<file path="config.mk">
export PLATFORM = sky130hd
export DESIGN_NAME = neokeon_rotr32_by2_fun
export DESIGN_NICKNAME = d
export VERILOG_FILES = /design/src/rtl/neokeon_pkg.sv /design/src/rtl/nk_valid_reg.sv /design/src/rtl/neokeon_rotr32_by2_fun.sv
export SDC_FILE = /design/constraint.sdc
export NUM_CORES = 1
export LEC_CHECK = 0
export ABC_AREA = 1
export CAP_MARGIN = 10
export CORE_MARGIN = 3
export CORE_UTILIZATION = 42
export DETAILED_ROUTE_END_ITERATION = 7
export HOLD_SLACK_MARGIN = 0.08
export PLACE_DENSITY = 0.83
export SLEW_MARGIN = 20
export SYNTH_ARGS = -nofsm -noshare
export SYNTH_HDL_FRONTEND = slang
export SYNTH_SLANG_ARGS = --single-unit
</file>
<file path="constraint.sdc">
create_clock -name inClk -period 1.65 [get_ports inClk]
set_clock_uncertainty 0.05 [all_clocks]
set_input_delay 0.495 -clock inClk [delete_from_list [all_inputs] [get_ports inClk]]
set_output_delay 0.495 -clock inClk [all_outputs]
set_load 0.03 [all_outputs]
</file>
<file path="src/rtl/neokeon_pkg.sv">
// Shared Neokeon word type and rotate helpers used by the Theta/Pi1/Pi2 datapath blocks.
package neokeon_pkg;

    localparam int NK_WORD_W = 32;

    typedef logic [NK_WORD_W-1:0] nk_word_t;

    // Bit i of the result takes bit (i+n) mod 32 of the input; n=0 is identity.
    function automatic nk_word_t rotr(input nk_word_t x, input int n);
        nk_word_t r;
        r = '0;
        for (int i = 0; i < NK_WORD_W; i++) begin
            r[i] = x[(i + n) % NK_WORD_W];
        end
        return r;
    endfunction

    function automatic nk_word_t rotl(input nk_word_t x, input int n);
        return rotr(x, (NK_WORD_W - (n % NK_WORD_W)) % NK_WORD_W);
    endfunction

endpackage

</file>
<file path="src/rtl/nk_valid_reg.sv">
// Generic data+valid pipeline register: data captured only on valid, held otherwise;
// synchronous active-low reset clears both.
module nk_valid_reg #(
    parameter int DATA_W = 32
) (
    input  logic              i_clk,
    input  logic              i_rst_n,
    input  logic              i_valid,
    input  logic [DATA_W-1:0] i_data,
    output logic [DATA_W-1:0] o_data,
    output logic              o_valid
);

    logic [DATA_W-1:0] r_data;
    logic              r_valid;

    always_ff @(posedge i_clk) begin
        if (!i_rst_n) begin
            r_data  <= '0;
            r_valid <= 1'b0;
        end else begin
            r_valid <= i_valid;
            if (i_valid) begin
                r_data <= i_data;
            end
        end
    end

    assign o_data  = r_data;
    assign o_valid = r_valid;

endmodule

</file>
<file path="src/rtl/neokeon_rotr32_by2_fun.sv">
// Fixed rotate-right of a 32-bit Neokeon word, optionally behind a valid-qualified register.
module neokeon_rotr32_by2_fun
    import neokeon_pkg::*;
#(
    parameter int DATA_W  = 32,
    parameter int ROT     = 2,
    parameter int REG_OUT = 1
) (
    input  logic              inClk,
    input  logic              inRstN,
    input  logic              inValid,
    input  logic [DATA_W-1:0] inDataWord,
    output logic [DATA_W-1:0] outputData,
    output logic              outValid
);

    if (DATA_W != NK_WORD_W) begin : g_bad_width
        $error("neokeon_rotr32_by2_fun: DATA_W must be 32");
    end
    if (ROT < 0 || ROT >= DATA_W) begin : g_bad_rot
        $error("neokeon_rotr32_by2_fun: ROT must be in 0..DATA_W-1");
    end

    nk_word_t w_rot;

    assign w_rot = rotr(inDataWord, ROT);

    if (REG_OUT != 0) begin : g_reg
        nk_valid_reg #(
            .DATA_W (DATA_W)
        ) u_out_reg (
            .i_clk   (inClk),
            .i_rst_n (inRstN),
            .i_valid (inValid),
            .i_data  (w_rot),
            .o_data  (outputData),
            .o_valid (outValid)
        );
    end else begin : g_comb
        // Clock and reset have no function in the combinational build.
        logic w_unused;
        assign w_unused   = &{1'b0, inClk, inRstN};
        assign outputData = w_rot;
        assign outValid   = inValid;
    end

endmodule

</file>
==> impl_metrics.csv, run 1 <==
group,metric,value,unit
placement,dp_hpwl,2110,um
sta,clock.fmax,623,MHz
cts,h-tree-depth,2,
logic_synthesis,synth_top_area_cell,"dfxtp_1",
run_status,status,"finished, final reports clean",
finish,syn_to_final_growth,51.2,%
logic_synthesis,ys_ff_latch,33,
global_route,grt_max_degree,66,
sta,post-route-min-period,1.61,ns
detailed_routing,wl_met2,1360,um
logic_synthesis,synth_area_leaders,"dfxtp_1 49%, nand2_1 18%, nor2_1 18%, inv_1 9.1%, buf_6 5.0%",
power_and_ir_drop,switchingPower,0.000513,W
detailed_routing,drc,0,
global_route,grt_overflow_total,0,
placement,gp_congestion,0.680,
power_and_ir_drop,p_leak,1.11,nW
logic_synthesis,synth_nets,241,
cts,cts_buffers,5,
sta,slew_viol_final,0,
logic_synthesis,postSynthCellCount,206,
cts,clock_path_buffers,2,
setup_path,critPathKind,"flip-flop to output port",
die,die-area,3960,um2
logic_synthesis,synthSimpleGateAreaFrac,35.6,%
sta,rsz0062_at_grt,"false",
die,fp.dieW,62.9,um
setup_path,critPathTopFamily,"buffers and inverters",
setup_path,cp_num_buf_inv,1,
placement,portBuffers,67,
detailed_routing,viasPerCell,4.05,
cts,cts_root_buffer,"clkbuf_4",
placement,dpl_cell_area,2040,um2
global_route,grt_pass1_vias,1183,
detailed_routing,num_vias,1285,
logic_synthesis,synth_cell_types,6,
power_and_ir_drop,pwr-share-comb,22.8,%
sta,post-route-period-util,97.3,%
die,die_h,62.9,um
setup_path,critPathCaptureType,"output port",
power_and_ir_drop,power_density,870,nW/um2
logic_synthesis,synth_common_cells,"65 x nand2_1, 64 x nor2_1, 33 x dfxtp_1, 33 x inv_1, 6 x buf_6",
die,io_pins,68,
setup_path,worstPathRequired,1.10,ns
finish,num_antenna_cells,0,
logic_synthesis,ys_warn_count,0,
global_route,grt_use_total,15.9,%
power_and_ir_drop,sequentialPowerShare,49.0,%
setup_path,crit_chain,"dlygate4sd2_1",
global_route,antenna_found_initial,0,
setup_path,critPathMaxFanout,2,
setup_path,slowest_delay,0.40,ns
logic_synthesis,yosys.area_share.adder,0,%
sta,setup_viol,0,
die,fp.coreArea,3080,um2
detailed_routing,wl_met1,1240,um
cts,cts_tree,"yes",
detailed_routing,ant_nets,0,
logic_synthesis,syn_area_per_cell,6.61,um2
sta,worstMarginPinSlew,0.315,ns
logic_synthesis,ys_seq_area_share,48.5,%
logic_synthesis,synthFlopType,"dfxtp_1",
detailed_routing,drt-pass1-iter-count,3,
power_and_ir_drop,power_frac_clock,28.2,%
detailed_routing,drtIter0Drc,75,
logic_synthesis,synth_edf_count,0,
power_and_ir_drop,swShare,28.6,%
setup_path,slowest_stage,"dlygate4sd2_1",
min_path,hold_class,"flip-flop to flip-flop",
logic_synthesis,synth_top_family_by_area,"simple AND/OR/NAND/NOR gates",
setup_path,critPathLaunchType,"flip-flop",
finish,stdcell_area,2060,um2
logic_synthesis,synthMuxAreaShare,0,%
detailed_routing,wl_met3,231,um
die,start_util,44.2,%
power_and_ir_drop,p_int,0.00128,W
logic_synthesis,synth_area,1360,um2
sta,finalHoldViolations,0,
cts,clk_pin_slew,0.10,ns
finish,post_route_cells_drive_above_1_share,7.69,%
logic_synthesis,synth_compound_area_share,0,%
finish,nets,307,
detailed_routing,totalWireLength,2870,um
logic_synthesis,synthArstFlopShare,0,%
power_and_ir_drop,ir_drop,0.000511,V
sta,maxSlewHeadroom,79.1,%
logic_synthesis,post-synth-top-count-cell,"nand2_1",
flow_run,cap_violations,0,
cts,post-cts-setup-buffers,0,
cts,cts_sinks,33,
die,num_rows,20,
finish,utilization,66.9,%
detailed_routing,highest_layer,"met4",
global_route,grt_first_pass_wirelength,4930,um
detailed_routing,wire_per_inst,9.04,um
cts,clkLatencyLatePin,0.32,ns
sta,tns,0,ns
logic_synthesis,yosysTopAreaCellShare,48.5,%
setup_path,arrival,1.06,ns
logic_synthesis,synth_xor_area_share,0,%
## through the flow
stage               hold slack, ns  power [W]  worst slack, ns  std cells
detailed placement           0.412    0.00134            0.108        309
CTS                          0.424    0.00181          0.00319        317
finish                       0.419    0.00179           0.0439        317
global placement             0.406    0.00133            0.113        309
global route                 0.442    0.00190         0.000373        317
floorplan                    0.543    0.00114            0.611        206
## placed cells by master (no fill, tap or decap), types with 2 or more instances in the layout
cell type	instances
dlygate4sd2_1	3
inv_1	33
clkbuf_8	2
clkdlybuf4s50_1	33
nor2_1	64
nand2_1	65
clkbuf_2	9
dfxtp_1	33
clkdlybuf4s15_1	21
buf_12	2
clkbuf_4	5
## metal layers
metal / GRT usage [%] / up-vias
met5: 0 / -
met4: 5.79 / 0
met3: 8.09 / 5
met2: 27.9 / 41
met1: 16.0 / 526
li1: - / 713
## timing repair
| action | CTS | global route |
|---|---|---|
| endpoints found under the setup margin | 33 | 30 |
| hold buffers | 0 | 0 |
| resized for setup | 33 | 39 |
| gates cloned | 0 | 0 |
## sequential cells by signal, summed over array words and instances, names as in the netlist
| register | cells |
|---|---|
| g_reg.u_out_reg.o_data | 32 |
| g_reg.u_out_reg.o_valid | 1 |
## worst paths after layout
check | start | end | slack (ns) | cells past startpoint
worst max-delay path | g_reg.u_out_reg.o_data[1] | outputData[1] | 0.04 | 1
worst min-delay path | g_reg.u_out_reg.o_data[20] | g_reg.u_out_reg.o_data[20] | 0.42 | 2
worst max register to register | g_reg.u_out_reg.o_data[22] | g_reg.u_out_reg.o_data[22] | 1.03 | 2
worst min register to register | g_reg.u_out_reg.o_data[20] | g_reg.u_out_reg.o_data[20] | 0.42 | 2
## kinds of logic after synthesis
| logic type | after synthesis |
|---|---|
| AND/OR/NAND/NOR | 129 |
| buffers and inverters | 44 |
| flip-flops | 33 |
## power groups by stage
stage	clock [W]	combinational (W)	sequential [W]
2_1_floorplan	0	0.000136	0.00101
3_3_place_gp	0	0.000441	0.000893
3_5_place_dp	0	0.000446	0.000897
4_1_cts	0.000529	0.000410	0.000876
5_1_grt	0.000571	0.000448	0.000885
6_report	0.000505	0.000408	0.000877
## area by class of cell
type / count / area [um2]
Tap cell: 44 / 55.1
Timing Repair Buffer: 70 / 664
Sequential cell: 33 / 661
Clock inverter: 1 / 5.00
Multi-Input combinational cell: 129 / 484
Clock buffer: 7 / 65.1
Inverter: 33 / 124
Fill cell: 276 / 1020
Note: power is estimated with default switching activity, not from simulation.
==> inputs of run 2 (changes only) <==
--- a/config.mk
+++ b/config.mk
@@ -10,6 +10,7 @@
 export CORE_MARGIN = 3
 export CORE_UTILIZATION = 42
 export DETAILED_ROUTE_END_ITERATION = 7
+export GPL_TIMING_DRIVEN = 0
 export HOLD_SLACK_MARGIN = 0.08
 export PLACE_DENSITY = 0.83
 export SLEW_MARGIN = 20
==> run 2 against run 1 <==
Clock-buffer cell count unchanged. Wire length increased by 0.17%. Cell count rose by 1.9%. Sequential power hardly changed. Register-to-register slack is essentially flat. Worst setup slack improved by 0.0013 ns. Largest cell class unchanged. Highest routed layer unchanged.
==> impl_metrics.csv, run 2 (same netlist as run 1, synthesis figures left out) <==
group,metric,value,unit
finish,finalNonFillerCells,323,
setup_path,critPathCaptureType,"output port",
die,die_h,62.9,um
detailed_routing,num_vias,1304,
sta,rsz0062_at_grt,"false",
cts,clock_path_buffers,2,
cts,hold_buffers,0,
setup_path,crit_chain,"dlygate4sd2_1",
finish,syn_to_final_growth,52.8,%
sta,setup_viol,0,
sta,finalHoldViolations,0,
placement,gp_congestion,0.739,
cts,clkLatencyLatePin,0.33,ns
detailed_routing,drc,0,
cts,cts_sinks,33,
run_status,status,"finished, final reports clean",
finish,layout_common_cells,"65 x nand2_1, 64 x nor2_1, 33 x inv_1, 33 x dfxtp_1, 32 x clkdlybuf4s50_1",
setup_path,slowest_delay,0.40,ns
cts,post-cts-setup-buffers,0,
sta,post-route-period-util,97.3,%
sta,slew_viol_final,0,
placement,portBuffers,65,
setup_path,arrival,1.06,ns
cts,cts_buffers,5,
power_and_ir_drop,p_leak,1.14,nW
detailed_routing,drt-pass1-iter-count,4,
cts,h-tree-depth,2,
detailed_routing,ant_nets,0,
setup_path,worstPathRequired,1.10,ns
setup_path,r2r_slack,1.03,ns
finish,mostFrequentLayoutCell,"nand2_1",
global_route,antenna_found_initial,0,
setup_path,critPathTopFamily,"buffers and inverters",
detailed_routing,wire_per_inst,8.89,um
sta,maxSlewHeadroom,79.3,%
die,die-area,3960,um2
cts,cts_root_buffer,"clkbuf_4",
detailed_routing,drtIter0Drc,39,
detailed_routing,viasPerCell,4.04,
detailed_routing,totalWireLength,2870,um
setup_path,cp_num_buf_inv,1,
sta,tns,0,ns
placement,dp.cells,315,
sta,worstMarginPinSlew,0.311,ns
sta,clock.fmax,623,MHz
flow_run,cap_violations,0,
finish,fill_cells,307,
setup_path,critPathMaxFanout,2,
placement,dp_hpwl,2170,um
cts,cts_tree,"yes",
finish,post_route_cells_drive_above_1_share,10.4,%
cts,clk_pin_slew,0.10,ns
setup_path,critPathLaunchType,"flip-flop",
global_route,grt_use_total,15.9,%
sta,post-route-min-period,1.60,ns
sta,whs,0.379,ns
die,start_util,44.2,%
die,num_rows,20,
global_route,grt_pass1_vias,1159,
global_route,grt_first_pass_wirelength,5020,um
finish,largest_register_ffs,32,
global_route,grt_overflow_total,0,
finish,num_antenna_cells,0,
die,fp.dieW,62.9,um
finish,nets,313,
die,io_pins,68,
power_and_ir_drop,power_density,865,nW/um2
global_route,grt_max_degree,11,
setup_path,slowest_stage,"dlygate4sd2_1",
power_and_ir_drop,ir_drop,0.000523,V
min_path,hold_class,"input port to flip-flop",
setup_path,critPathKind,"flip-flop to output port",
die,fp.coreArea,3080,um2
==> run 2: path summary, 6_finish.rpt <==
check	endpoint	cells after the start	start
hold reg to reg	g_reg.u_out_reg.o_data[18]	2	g_reg.u_out_reg.o_data[18]
setup / recovery	outputData[13]	1	g_reg.u_out_reg.o_data[13]
setup reg to reg	g_reg.u_out_reg.o_data[30]	2	g_reg.u_out_reg.o_data[30]
hold / removal	g_reg.u_out_reg.o_data[31]	3	inRstN
==> run 2: worst min-delay path: stages <==
cell and delay, ns:
buf_2 0.13, nand2_1 0.07, nor2_1 0.03
==> run 2: what timing repair did <==
item                                    4_1_cts  5_1_grt
endpoints found under the setup margin       33       27
resized for setup                            36       34
pin swaps                                     0        0
==> run 2: layout make-up <==
| class | instances | area [um2] | area share, % |
|---|---|---|---|
| inverters | 33 | 124 | 5.96 |
| clock inverters | 1 | 5.00 | 0.241 |
| plain buffers | 11 | 92.6 | 4.45 |
| flip-flops and latches | 33 | 661 | 31.8 |
| multi-input cells | 129 | 484 | 23.3 |
| clock buffers | 7 | 65.1 | 3.13 |
| repair buffers | 65 | 593 | 28.5 |
| well taps | 44 | 55.1 | 2.65 |
==> run 2: metrics by stage <==
step | setup slack, ns | cell area [um2] | utilization, % | total power (W)
global route | 0.000848 | 2080 | 67.6 | 0.00190
detailed placement | 0.0948 | 2070 | 67.2 | 0.00135
floorplan | 0.611 | 1360 | - | 0.00114
finish | 0.0451 | 2080 | 67.6 | 0.00180
global placement | 0.115 | 2070 | 67.2 | 0.00134
CTS | 0.00253 | 2100 | 68.2 | 0.00182
==> run 2: per-layer routing <==
| layer | vias up | global-route usage, % | wire, um |
|---|---|---|---|
| met5 | - | 0 | 0 |
| met4 | 0 | 7.44 | 44 |
| met3 | 6 | 7.19 | 291 |
| met2 | 43 | 25.2 | 1250 |
| met1 | 529 | 18.2 | 1280 |
| li1 | 726 | - | - |
==> run 2: report_power, final <==
| group | internal (W) | leakage [nW] | switching, W | total, W |
|---|---|---|---|---|
| combinational | 0.000181 | 0.821 | 0.000230 | 0.000411 |
| sequential | 0.000852 | 0.275 | 0.0000255 | 0.000877 |
| clock | 0.000247 | 0.0413 | 0.000264 | 0.000511 |
| total | 0.00128 | 1.14 | 0.000519 | 0.00180 |
==> inputs of run 3 (changes only) <==
--- a/config.mk
+++ b/config.mk
@@ -13,6 +13,7 @@
 export GPL_TIMING_DRIVEN = 0
 export HOLD_SLACK_MARGIN = 0.08
 export PLACE_DENSITY = 0.83
+export SETUP_SLACK_MARGIN = 0.05
 export SLEW_MARGIN = 20
 export SYNTH_ARGS = -nofsm -noshare
 export SYNTH_HDL_FRONTEND = slang
==> run 3 against run 2 <==
Non-clock buffer count stayed put. Utilization is 0.16 points higher. Worst setup slack better by 0.068 ns. Sequential share of layout area is 0.076 points lower. Critical path type unchanged. Combinational power is 1% higher. Critical endpoint is now outputData[1]. Largest power group unchanged.
==> impl_metrics.csv, run 3 (same netlist as run 1, synthesis figures left out) <==
group,metric,value,unit
global_route,grt_overflow_total,0,
placement,post-place-ws,0.0948,ns
detailed_routing,drtIter0Drc,52,
power_and_ir_drop,swShare,28.8,%
power_and_ir_drop,p_leak,1.12,nW
sta,rsz0062_at_grt,"false",
setup_path,critPathTopFamily,"flip-flops",
power_and_ir_drop,switchingPower,0.000519,W
detailed_routing,wire_per_inst,9.07,um
detailed_routing,ant_nets,0,
die,die_h,62.9,um
cts,clk_pin_slew,0.10,ns
global_route,grt_max_degree,11,
detailed_routing,totalWireLength,2930,um
placement,dp.cells,315,
finish,mostFrequentLayoutCell,"nand2_1",
finish,syn_to_final_growth,53.1,%
cts,cts_root_buffer,"clkbuf_4",
detailed_routing,drt-pass1-iter-count,4,
setup_path,cp_num_buf_inv,1,
power_and_ir_drop,p_int,0.00128,W
global_route,grt_first_pass_wirelength,5060,um
sta,post-route-min-period,1.54,ns
cts,clock_path_buffers,2,
placement,dp_hpwl,2170,um
sta,clock.fmax,650,MHz
cts,h-tree-depth,2,
sta,post-route-period-util,93.2,%
die,die-area,3960,um2
finish,nets,313,
sta,setup_viol,0,
die,io_pins,68,
sta,maxSlewHeadroom,87.4,%
finish,finalNonFillerCells,323,
power_and_ir_drop,ir_drop,0.000512,V
finish,post_route_cells_drive_above_1_share,18.6,%
setup_path,slowest_stage,"dfxtp_1",
run_status,status,"finished, final reports clean",
global_route,grt_use_total,16.0,%
sta,tns,0,ns
finish,layout_common_cells,"65 x nand2_1, 64 x nor2_1, 33 x inv_1, 33 x dfxtp_1, 32 x clkdlybuf4s50_1",
global_route,grt_pass1_vias,1169,
cts,hold_buffers,0,
global_route,antenna_found_initial,0,
flow_run,cap_violations,0,
detailed_routing,drc,0,
cts,clkLatencyLatePin,0.33,ns
setup_path,critPathLaunchType,"flip-flop",
sta,worstMarginPinSlew,0.189,ns
setup_path,critPathCaptureType,"output port",
cts,cts_sinks,33,
setup_path,critPathMaxFanout,2,
finish,utilization,67.7,%
power_and_ir_drop,power_density,865,nW/um2
sta,finalHoldViolations,0,
detailed_routing,num_vias,1297,
die,fp.coreArea,3080,um2
power_and_ir_drop,pwr-share-comb,23.1,%
die,fp.dieW,62.9,um
die,start_util,44.2,%
sta,fin_ws,0.113,ns
finish,num_antenna_cells,0,
detailed_routing,viasPerCell,4.02,
placement,gp_congestion,0.739,
setup_path,arrival,0.99,ns
die,num_rows,20,
cts,cts_tree,"yes",
sta,whs,0.379,ns
placement,portBuffers,65,
power_and_ir_drop,sequentialPowerShare,48.7,%
setup_path,slowest_delay,0.36,ns
setup_path,critPathKind,"flip-flop to output port",
setup_path,worstPathRequired,1.10,ns
cts,post-cts-setup-buffers,0,
setup_path,crit_chain,"clkdlybuf4s15_2",
sta,slew_viol_final,0,
cts,cts_buffers,5,
finish,largest_register_ffs,32,
min_path,hold_class,"input port to flip-flop",
power_and_ir_drop,power_frac_clock,28.2,%
run 3: changes by cell type in the layout (fill, tap and decap cells not counted), sizes merged:
cell	delta
clkbuf	+5
clkdlybuf4s15	+1
dlygate4sd2	-6
run 3: cell type report:
cell class                      instances  area, um2
Fill cell                             307        993
Sequential cell                        33        661
Timing Repair Buffer                   65        598
Multi-Input combinational cell        129        484
Inverter                               33        124
Buffer                                 11       92.6
Clock buffer                            7       65.1
Tap cell                               44       55.1
Clock inverter                          1       5.00
run 3: timing repair:
| item | in CTS | in global routing |
|---|---|---|
| resized for setup | 83 | 16 |
| gates cloned | 0 | 0 |
| setup endpoints to repair | 33 | 15 |
| hold endpoints to repair | 0 | 0 |
run 3: through the flow:
step | cell area (um2) | total power [W]
after global placement | 2070 | 0.00134
final | 2080 | 0.00180
after global routing | 2080 | 0.00191
after floorplan | 1360 | 0.00114
after detailed placement | 2070 | 0.00135
after CTS | 2160 | 0.00184
run 3: per-layer routing:
layer / GRT usage [%] / vias to the layer above / part of all wire, %
li1: - / 725 / -
met1: 18.4 / 523 / 46
met2: 25.2 / 43 / 43
met3: 7.37 / 6 / 9.5
met4: 7.44 / 0 / 1.5
met5: 0 / - / 0
run 3: power by group through the flow:
stage / Sequential, W / Clock (W) / Combinational [W]
2_1_floorplan: 0.00101 / 0 / 0.000136
3_3_place_gp: 0.000894 / 0 / 0.000448
3_5_place_dp: 0.000896 / 0 / 0.000452
4_1_cts: 0.000878 / 0.000525 / 0.000433
5_1_grt: 0.000887 / 0.000562 / 0.000458
6_report: 0.000878 / 0.000509 / 0.000417
run 3: path summary, 6_finish.rpt:
path	start	to	slack, ns	depth (start not counted)
max reg2reg	g_reg.u_out_reg.o_data[30]	g_reg.u_out_reg.o_data[30]	1.03	2
max	g_reg.u_out_reg.o_data[1]	outputData[1]	0.11	1
min	inRstN	g_reg.u_out_reg.o_data[31]	0.38	3
min reg2reg	g_reg.u_out_reg.o_data[25]	g_reg.u_out_reg.o_data[25]	0.42	2
